**config.mk**
```make
export PLATFORM = sky130hd
export DESIGN_NAME = add_cmd_sequencer
export DESIGN_NICKNAME = d
export VERILOG_FILES = /design/src/rtl/add_cmd_sequencer.sv
export SDC_FILE = /design/constraint.sdc
export NUM_CORES = 1
export LEC_CHECK = 0
export BUFFER_PORTS_ARGS = -buffer_cell sky130_fd_sc_hd__buf_2
export CORE_AREA = 4 4 222 224
export DETAILED_ROUTE_END_ITERATION = 7
export DIE_AREA = 0 0 226 228
export MAX_ROUTING_LAYER = met4
export PLACE_DENSITY = 0.74
export SYNTH_ARGS = -nofsm -noshare
export SYNTH_HDL_FRONTEND = slang
export SYNTH_SLANG_ARGS = --single-unit
```
**constraint.sdc**
```tcl
create_clock -name clk -period 12.9 [get_ports clk]
set_input_delay 1.935 -clock clk [delete_from_list [all_inputs] [get_ports clk]]
set_output_delay 1.935 -clock clk [all_outputs]
set_load 0.005 [all_outputs]
```
**src/rtl/add_cmd_sequencer.sv**
```systemverilog
`default_nettype none
// ============================================================================
// Module  : add_cmd_sequencer
// Brief   : Drives the add-lane driver through ping, A/B writes, settle and Y
//           reads, then checks every Y lane against the latched A+B.
// Revision: 1.0
// ============================================================================
module add_cmd_sequencer #(
    parameter int LANES  = 4,
    parameter int SETTLE = 2
) (
    input  logic                  clk,
    input  logic                  rst_n,
    input  logic                  i_start,
    input  logic [32*LANES-1:0]   i_a_vec,
    input  logic [32*LANES-1:0]   i_b_vec,
    output logic [31:0]           o_opcode,
    output logic [31:0]           o_id,
    output logic [31:0]           o_in,
    output logic [31:0]           o_addr,
    input  logic [31:0]           i_out_rd,
    output logic                  o_busy,
    output logic                  o_done,
    output logic [32*LANES-1:0]   o_result_vec,
    output logic [LANES-1:0]      o_mismatch,
    output logic                  o_alive_err
);

    localparam int LW = (LANES  > 1) ? $clog2(LANES)  : 1;
    localparam int SW = (SETTLE > 1) ? $clog2(SETTLE) : 1;

    localparam logic [LW-1:0] C_LAST_LANE   = LW'(LANES - 1);
    localparam logic [SW-1:0] C_LAST_SETTLE = SW'(SETTLE - 1);

    localparam logic [31:0] C_ALIVE    = 32'hDEADBEEF;
    localparam logic [31:0] C_OP_PING  = 32'd0;
    localparam logic [31:0] C_OP_WRITE = 32'd1;
    localparam logic [31:0] C_OP_READ  = 32'd2;
    localparam logic [31:0] C_OP_NOP   = 32'd3;
    localparam logic [31:0] C_ID_NONE  = 32'd0;
    localparam logic [31:0] C_ID_A     = 32'd1;
    localparam logic [31:0] C_ID_B     = 32'd2;
    localparam logic [31:0] C_ID_Y     = 32'd3;

    typedef enum logic [2:0] {
        S_IDLE   = 3'd0,
        S_PING   = 3'd1,
        S_WR_A   = 3'd2,
        S_WR_B   = 3'd3,
        S_SETTLE = 3'd4,
        S_RD_Y   = 3'd5,
        S_DONE   = 3'd6
    } state_t;

    state_t              r_state;
    state_t              w_state_nxt;
    logic [LW-1:0]       r_k;
    logic [LW-1:0]       w_k_nxt;
    logic [SW-1:0]       r_scnt;
    logic [SW-1:0]       w_scnt_nxt;
    logic [32*LANES-1:0] r_a;
    logic [32*LANES-1:0] r_b;

    logic                w_accept;
    logic [31:0]         w_opcode_nxt;
    logic [31:0]         w_id_nxt;
    logic [31:0]         w_in_nxt;
    logic [31:0]         w_addr_nxt;
    logic                w_busy_nxt;
    logic                w_done_nxt;
    logic [31:0]         w_exp_sum;

    assign w_accept  = (r_state == S_IDLE) && i_start;
    // Carry-out is intentionally dropped: the adder lanes are 32-bit wrap-around.
    assign w_exp_sum = r_a[32*r_k +: 32] + r_b[32*r_k +: 32];

    always_comb begin
        w_state_nxt = r_state;
        w_k_nxt     = r_k;
        w_scnt_nxt  = r_scnt;
        case (r_state)
            S_IDLE: begin
                if (i_start) begin
                    w_state_nxt = S_PING;
                end
                w_k_nxt = '0;
            end
            S_PING: begin
                w_state_nxt = S_WR_A;
                w_k_nxt     = '0;
            end
            S_WR_A: begin
                if (r_k == C_LAST_LANE) begin
                    w_state_nxt = S_WR_B;
                    w_k_nxt     = '0;
                end else begin
                    w_k_nxt = r_k + 1'b1;
                end
            end
            S_WR_B: begin
                if (r_k == C_LAST_LANE) begin
                    w_state_nxt = S_SETTLE;
                    w_k_nxt     = '0;
                    w_scnt_nxt  = '0;
                end else begin
                    w_k_nxt = r_k + 1'b1;
                end
            end
            S_SETTLE: begin
                if (r_scnt == C_LAST_SETTLE) begin
                    w_state_nxt = S_RD_Y;
                    w_scnt_nxt  = '0;
                end else begin
                    w_scnt_nxt = r_scnt + 1'b1;
                end
            end
            S_RD_Y: begin
                if (r_k == C_LAST_LANE) begin
                    w_state_nxt = S_DONE;
                    w_k_nxt     = '0;
                end else begin
                    w_k_nxt = r_k + 1'b1;
                end
            end
            S_DONE: begin
                w_state_nxt = S_IDLE;
            end
            default: begin
                w_state_nxt = S_IDLE;
                w_k_nxt     = '0;
                w_scnt_nxt  = '0;
            end
        endcase
    end

    // Command outputs are decoded from the next state so they are registered
    // and line up exactly with the state they belong to.
    always_comb begin
        w_opcode_nxt = C_OP_NOP;
        w_id_nxt     = C_ID_NONE;
        w_in_nxt     = '0;
        w_addr_nxt   = '0;
        w_busy_nxt   = 1'b1;
        w_done_nxt   = 1'b0;
        case (w_state_nxt)
            S_IDLE: begin
                w_busy_nxt = 1'b0;
            end
            S_PING: begin
                w_opcode_nxt = C_OP_PING;
            end
            S_WR_A: begin
                w_opcode_nxt = C_OP_WRITE;
                w_id_nxt     = C_ID_A;
                w_addr_nxt   = {{(32-LW){1'b0}}, w_k_nxt};
                w_in_nxt     = r_a[32*w_k_nxt +: 32];
            end
            S_WR_B: begin
                w_opcode_nxt = C_OP_WRITE;
                w_id_nxt     = C_ID_B;
                w_addr_nxt   = {{(32-LW){1'b0}}, w_k_nxt};
                w_in_nxt     = r_b[32*w_k_nxt +: 32];
            end
            S_SETTLE: begin
                w_opcode_nxt = C_OP_NOP;
            end
            S_RD_Y: begin
                w_opcode_nxt = C_OP_READ;
                w_id_nxt     = C_ID_Y;
                w_addr_nxt   = {{(32-LW){1'b0}}, w_k_nxt};
            end
            S_DONE: begin
                w_done_nxt = 1'b1;
            end
            default: begin
                w_busy_nxt = 1'b0;
            end
        endcase
    end

    always_ff @(posedge clk or negedge rst_n) begin
        if (!rst_n) begin
            r_state <= S_IDLE;
            r_k     <= '0;
            r_scnt  <= '0;
        end else begin
            r_state <= w_state_nxt;
            r_k     <= w_k_nxt;
            r_scnt  <= w_scnt_nxt;
        end
    end

    always_ff @(posedge clk or negedge rst_n) begin
        if (!rst_n) begin
            o_opcode <= C_OP_NOP;
            o_id     <= C_ID_NONE;
            o_in     <= '0;
            o_addr   <= '0;
            o_busy   <= 1'b0;
            o_done   <= 1'b0;
        end else begin
            o_opcode <= w_opcode_nxt;
            o_id     <= w_id_nxt;
            o_in     <= w_in_nxt;
            o_addr   <= w_addr_nxt;
            o_busy   <= w_busy_nxt;
            o_done   <= w_done_nxt;
        end
    end

    // Operand latch and response capture; result_vec is only overwritten lane by lane.
    always_ff @(posedge clk or negedge rst_n) begin
        if (!rst_n) begin
            r_a          <= '0;
            r_b          <= '0;
            o_result_vec <= '0;
            o_mismatch   <= '0;
            o_alive_err  <= 1'b0;
        end else begin
            if (w_accept) begin
                r_a         <= i_a_vec;
                r_b         <= i_b_vec;
                o_mismatch  <= '0;
                o_alive_err <= 1'b0;
            end
            if (r_state == S_PING) begin
                o_alive_err <= (i_out_rd != C_ALIVE);
            end
            if (r_state == S_RD_Y) begin
                o_result_vec[32*r_k +: 32] <= i_out_rd;
                o_mismatch[r_k]            <= (i_out_rd != w_exp_sum);
            end
        end
    end

endmodule
`default_nettype wire
```
; Word-level counts from Yosys, hierarchy flattened
; Cells that the tools add are included.
[classes]
addsub = 4
order_cmp = 2
n_eq_ne = 16
n_shift = 6
mux = 25
bitwise = 1
n_reduce_logical = 11
[ops]
columns = operator, count
row1 = variable part select 128 x 8 -> 32 bit, 4
row2 = bitwise mux 128 bit, 1
row3 = "variable shift 32 x 34 -> 128 bit, first input constant", 1
row4 = variable part select 32 x 34 -> 128 bit, 1
row5 = case mux 32 bit (2 select lines), 1
row6 = negator 7 -> 34 bit, 1
row7 = adder 32 bit, 1
row8 = != test 32 bit, 1
row9 = "!= test 32 bit, second input constant", 1
row10 = "== test 3 bit, second input constant", 6
row11 = case mux 3 bit (6 select lines), 1
row12 = two-way mux 3 bit, 5
row13 = "== test 3 x 2 -> 1 bit, second input constant", 4
row14 = case mux 2 bit (3 select lines), 2
row15 = two-way mux 4 bit, 2
row16 = two-way mux 1 bit, 7
row17 = "== test 3 x 1 -> 1 bit, second input constant", 2
row18 = OR reduction 3 bit, 2
row19 = OR reduction 6 bit, 1
row20 = OR reduction 5 bit, 1
row21 = bitwise mux 4 bit, 1
row22 = two-way mux 2 bit, 2
row23 = case mux 2 bit (2 select lines), 1
row24 = OR reduction 2 bit, 2
row25 = other kinds (13), 14
[word_totals]
register_bits = 525
out_inout_bits = 263
word_cells = 79

; Logic depth before layout (Yosys ltp)
[depth]
depth_word = 6
ltp_mapped = 15
mapped_depth_nobuf = 13

; Least setup slack after synthesis
; Ideal clock, no wire load.
[synth_path]
path_type = register -> register
startpoint = register r_k[0]
endpoint = register o_mismatch[0]
setup_time_ns = 0.134
arrival_time_ns = 4.319
slack_ns = 8.447
path_stages_with_launch = 14
path_cell_list = dfrtp_1 -> buf_1 -> buf_1 -> mux4_2 -> ha_1 -> a21o_1 -> a21oi_2 -> a21oi_2 -> o21ai_2 -> nor4bb_1 -> o21bai_4 -> or4_1 -> nor4_2 -> o21ai_1
[synth_via]
elab_chain_cells = 6
word_cells_on_any_way = 11
[synth_lines]
columns = item, line
row1 = "start, declared", 57  ; logic [LW-1:0] r_k;
row2 = "start signal, assigned", 188  ; r_k <= w_k_nxt;
row3 = "parallel branches: the longest is 4 deep, another holds adder 32 bit", -
row4 = bitwise mux 4 bit (*), 231  ; o_mismatch[r_k] <= (i_out_rd != w_exp_sum);
row5 = two-way mux 4 bit (*), 229  ; if (r_state == S_RD_Y) begin
row6 = "end signal, assigned by index", 231
row7 = "end, declared", 25  ; output logic [LANES-1:0] o_mismatch,
; Every way passes the cells marked *.
; A chain may end at the register's enable or synchronous reset.

; Worst setup path in the final report
; Same ends and word-level chain as after synthesis.

==> flow_summary.toml <==
[sta]
slew_viol_final = 0
tightest_slew_ps = 1100
fin_crit_sh_pct = 40.7
relSlewSlack_pct = 26.4
clock_skew_ps = 19.7
hold_viol_final = 0
setup_viol = 0
fmax_mhz = 190
setup_tns_ps = 0
period_needed_ps = 5250
setup_slack_ps = 7650
grt_setup_unrepaired = "no"

[global_route]
grt_pass1_wl_mm = 123
grt_overflow = 0
antenna_found_initial = 1
grt_max_degree = 254
grtUsageTotal_pct = 31.1
grt_pass1_vias = 21000

[synth]
synth_edf_count = 0
synthesis.area_mm2 = 0.0234
avgSynthCellArea_um2 = 8.31
ys_async_sr_fraction_pct = 100
synth_ff_type = "dfrtp_1"
synthDistinctLibCells = 76
synthCells = 2815
yosysSeqAreaShare_pct = 46.6
yosys_warnings = 0
ys_ff_latch = 435

[routing]
num_vias = 21500
met1_length_mm = 33.9
wl_met3_mm = 7.22
ant_nets = 0
drtIter0Drc = 2181
topRoutingLayerUsed = "met4"
met2_wirelength_mm = 36.7
remaining_drc_errors = 0
routed_via_density = 5.66
drt-wirelength-per-cell_um = 21.1
drt_wl_total_mm = 80.3
first_pass_iters = 6

[floorplan]
fp.dieH_um = 228
start_util_pct = 49.4
io_pins = 554
rows = 80
die_area_mm2 = 0.0515
core_mm2 = 0.0473
die_w_um = 226

[setup_path]
critPathCaptureType = "flip-flop"
crit_arrival_ps = 5700
worst-path-buf-inv = 1
slowest_stage = "buf_4"
r2r_cells = 12
crit_family = "compound AO/OA/AOI/OAI gates"
cp_slowest_stage_delay_ps = 790
path_class = "flip-flop to flip-flop"
r2r-end = "o_mismatch[0]"
cp.required_ps = 13340
path_cells = "buf_4 -> mux4_2 -> ha_1 -> a21oi_2 -> o211ai_1 -> a41oi_1 -> a2bb2oi_1 -> nand4_1 -> nor4_1 -> o2111ai_1 -> nor4_2 -> o21ai_1"
r2r-start = "r_k[0]"
setup.worst_path.start_class = "flip-flop"
crit_fanout = 47
rrSetupSlack_ps = 7650

[final_layout]
layout-drive-gt1-share_pct = 20.6
final_cells = 3804
final_nets = 3485
fill_cells = 4172
area_growth_pct = 16.2

[clock_network]
cts_made_buffers = 46
htree_levels = 2
cts_tree = "yes"
cts_sinks = 435
hold_buffers = 0
cts_resized = 0
root_buffer = "clkbuf_16"
post_cts_buffers = 0
clock_latency_ps = 570
clk_pin_slew_ps = 60
clockBufferDepth = 3

[placement]
dp_cells = 3722
place_ws_ps = 7610
post-dp-hpwl_mm = 59.3
io_buffer_count = 463
gp_congestion = 0.902

[power]
vdd_drop_max_mv = 0.245
leakage_uw = 0.0137
powerDensity_mw_per_mm2 = 318

[min_path]
holdPathEnd = "o_result_vec[42]"
min_delay_path_depth = 2
hold_start = "o_result_vec[42]"
hold_path_class = "flip-flop to flip-flop"

[outcome]
status = "completed"

[flow_run]
cap_violations = 0
sequential cells by signal, indices dropped and copies added, names as in the netlist:
| name | cells |
|---|---|
| o_addr | 2 |
| o_alive_err | 1 |
| o_busy | 1 |
| o_done | 1 |
| o_id | 2 |
| o_in | 32 |
| o_mismatch | 4 |
| o_opcode | 2 |
| o_result_vec | 128 |
| r_a | 128 |
| r_b | 128 |
| r_k | 2 |
| r_scnt | 1 |
| r_state | 3 |
power breakdown:
part           leakage [uW]  internal [uW]  switching [uW]  total, uW
Sequential          0.00532           1910             521       2430
Clock              0.000754            817             547       1360
Combinational       0.00763           1790            3050       4840
cell usage in the layout, fill, tap and decap left out, types with 14 or more instances in the layout:
cell / n
ha_1: 38
nand3_1: 74
nand2_1: 1316
a311oi_1: 33
buf_4: 14
a21oi_1: 35
dfrtp_1: 431
o21ai_0: 151
clkbuf_16: 46
xor2_1: 26
mux4_2: 63
xnor2_1: 15
nor2_1: 62
nand4_1: 22
a31oi_1: 39
buf_2: 462
conb_1: 90
and3_1: 34
cells in the mapped netlist (all sizes together), types with 6 or more instances:
cell type,number,area [um2]
a211oi,6,45.0
a21o,11,82.6
a21oi,41,224
a311oi,33,289
a31oi,39,244
and2,6,37.5
and3,34,213
buf,119,827
clkbuf,157,591
dfrtp,433,10800
ha,38,475
inv,15,56.3
mux2i,7,70.1
mux4,63,1420
nand2,1322,4980
nand2b,13,81.3
nand3,74,370
nand4,24,163
nand4b,6,52.6
nor2,62,233
nor2b,7,43.8
nor3,9,45.0
nor3b,6,45.0
nor4,8,56.3
o211ai,8,65.1
o21a,13,97.6
o21ai,163,820
xnor2,16,159
xor2,26,228
worst register-to-register path, delay by kind of cell (launching register included):
kind	cells	cell delay (ps)
AOI/OAI and AO/OA	6	1480
adders and majority gates	1	440
buffers and inverters	1	800
DFF	1	750
muxes	1	630
and+or+nand+nor	3	1040
worst max path at each step:
stage	from	endpoint	slack, ps	cells past startpoint
finish	r_k[0]	o_mismatch[0]	7650	12
global route	r_k[0]	o_mismatch[2]	7190	12
CTS	r_k[0]	o_mismatch[1]	7590	12
detailed placement	r_k[0]	o_mismatch[1]	7610	12
global placement	r_k[0]	o_mismatch[3]	7680	14
floorplan	r_k[0]	o_mismatch[0]	8450	13
cell families (layout without fill, tap and decap cells):
family                     Yosys count  count (layout)  synth area share [%]
adders and majority gates           39              39                  2.12
other                                1              93                0.0160
buffers and inverters              291             573                  6.30
AOI/OAI and AO/OA                  347             347                  9.31
DFF                                435             435                  46.6
muxes                               73              73                  6.51
xor gates and xnor gates            42              42                  1.65
and+or+nand+nor                   1587            1587                  27.5
final cells by class:
| type | count | area [um2] | area share (%) |
|---|---|---|---|
| well taps | 615 | 769 | 2.83 |
| inverters | 15 | 56.3 | 0.207 |
| multi-input cells | 2178 | 11400 | 42.1 |
| clock inverters | 13 | 206 | 0.760 |
| diodes | 3 | 7.51 | 0.0276 |
| clock buffers | 66 | 1340 | 4.92 |
| repair buffers | 479 | 2470 | 9.10 |
| flip-flops and latches | 435 | 10900 | 40.1 |
routing by layer:
metal | vias to the layer above | track usage [%]
met3 | 160 | 5.41
met5 | - | -
met2 | 1081 | 47.1
met1 | 10500 | 43.2
met4 | 0 | 9.97
li1 | 9815 | -
metrics by stage:
step	utilization (%)	power [uW]	hold slack, ps	area, um2
after floorplan	-	5680	462	23700
after global placement	54.1	7130	456	25600
after detailed placement	54.1	7180	464	25600
after CTS	57.4	8570	477	27200
after global routing	57.4	9220	500	27200
final	57.4	8630	474	27200
Note: power is estimated with default switching activity, not from simulation.
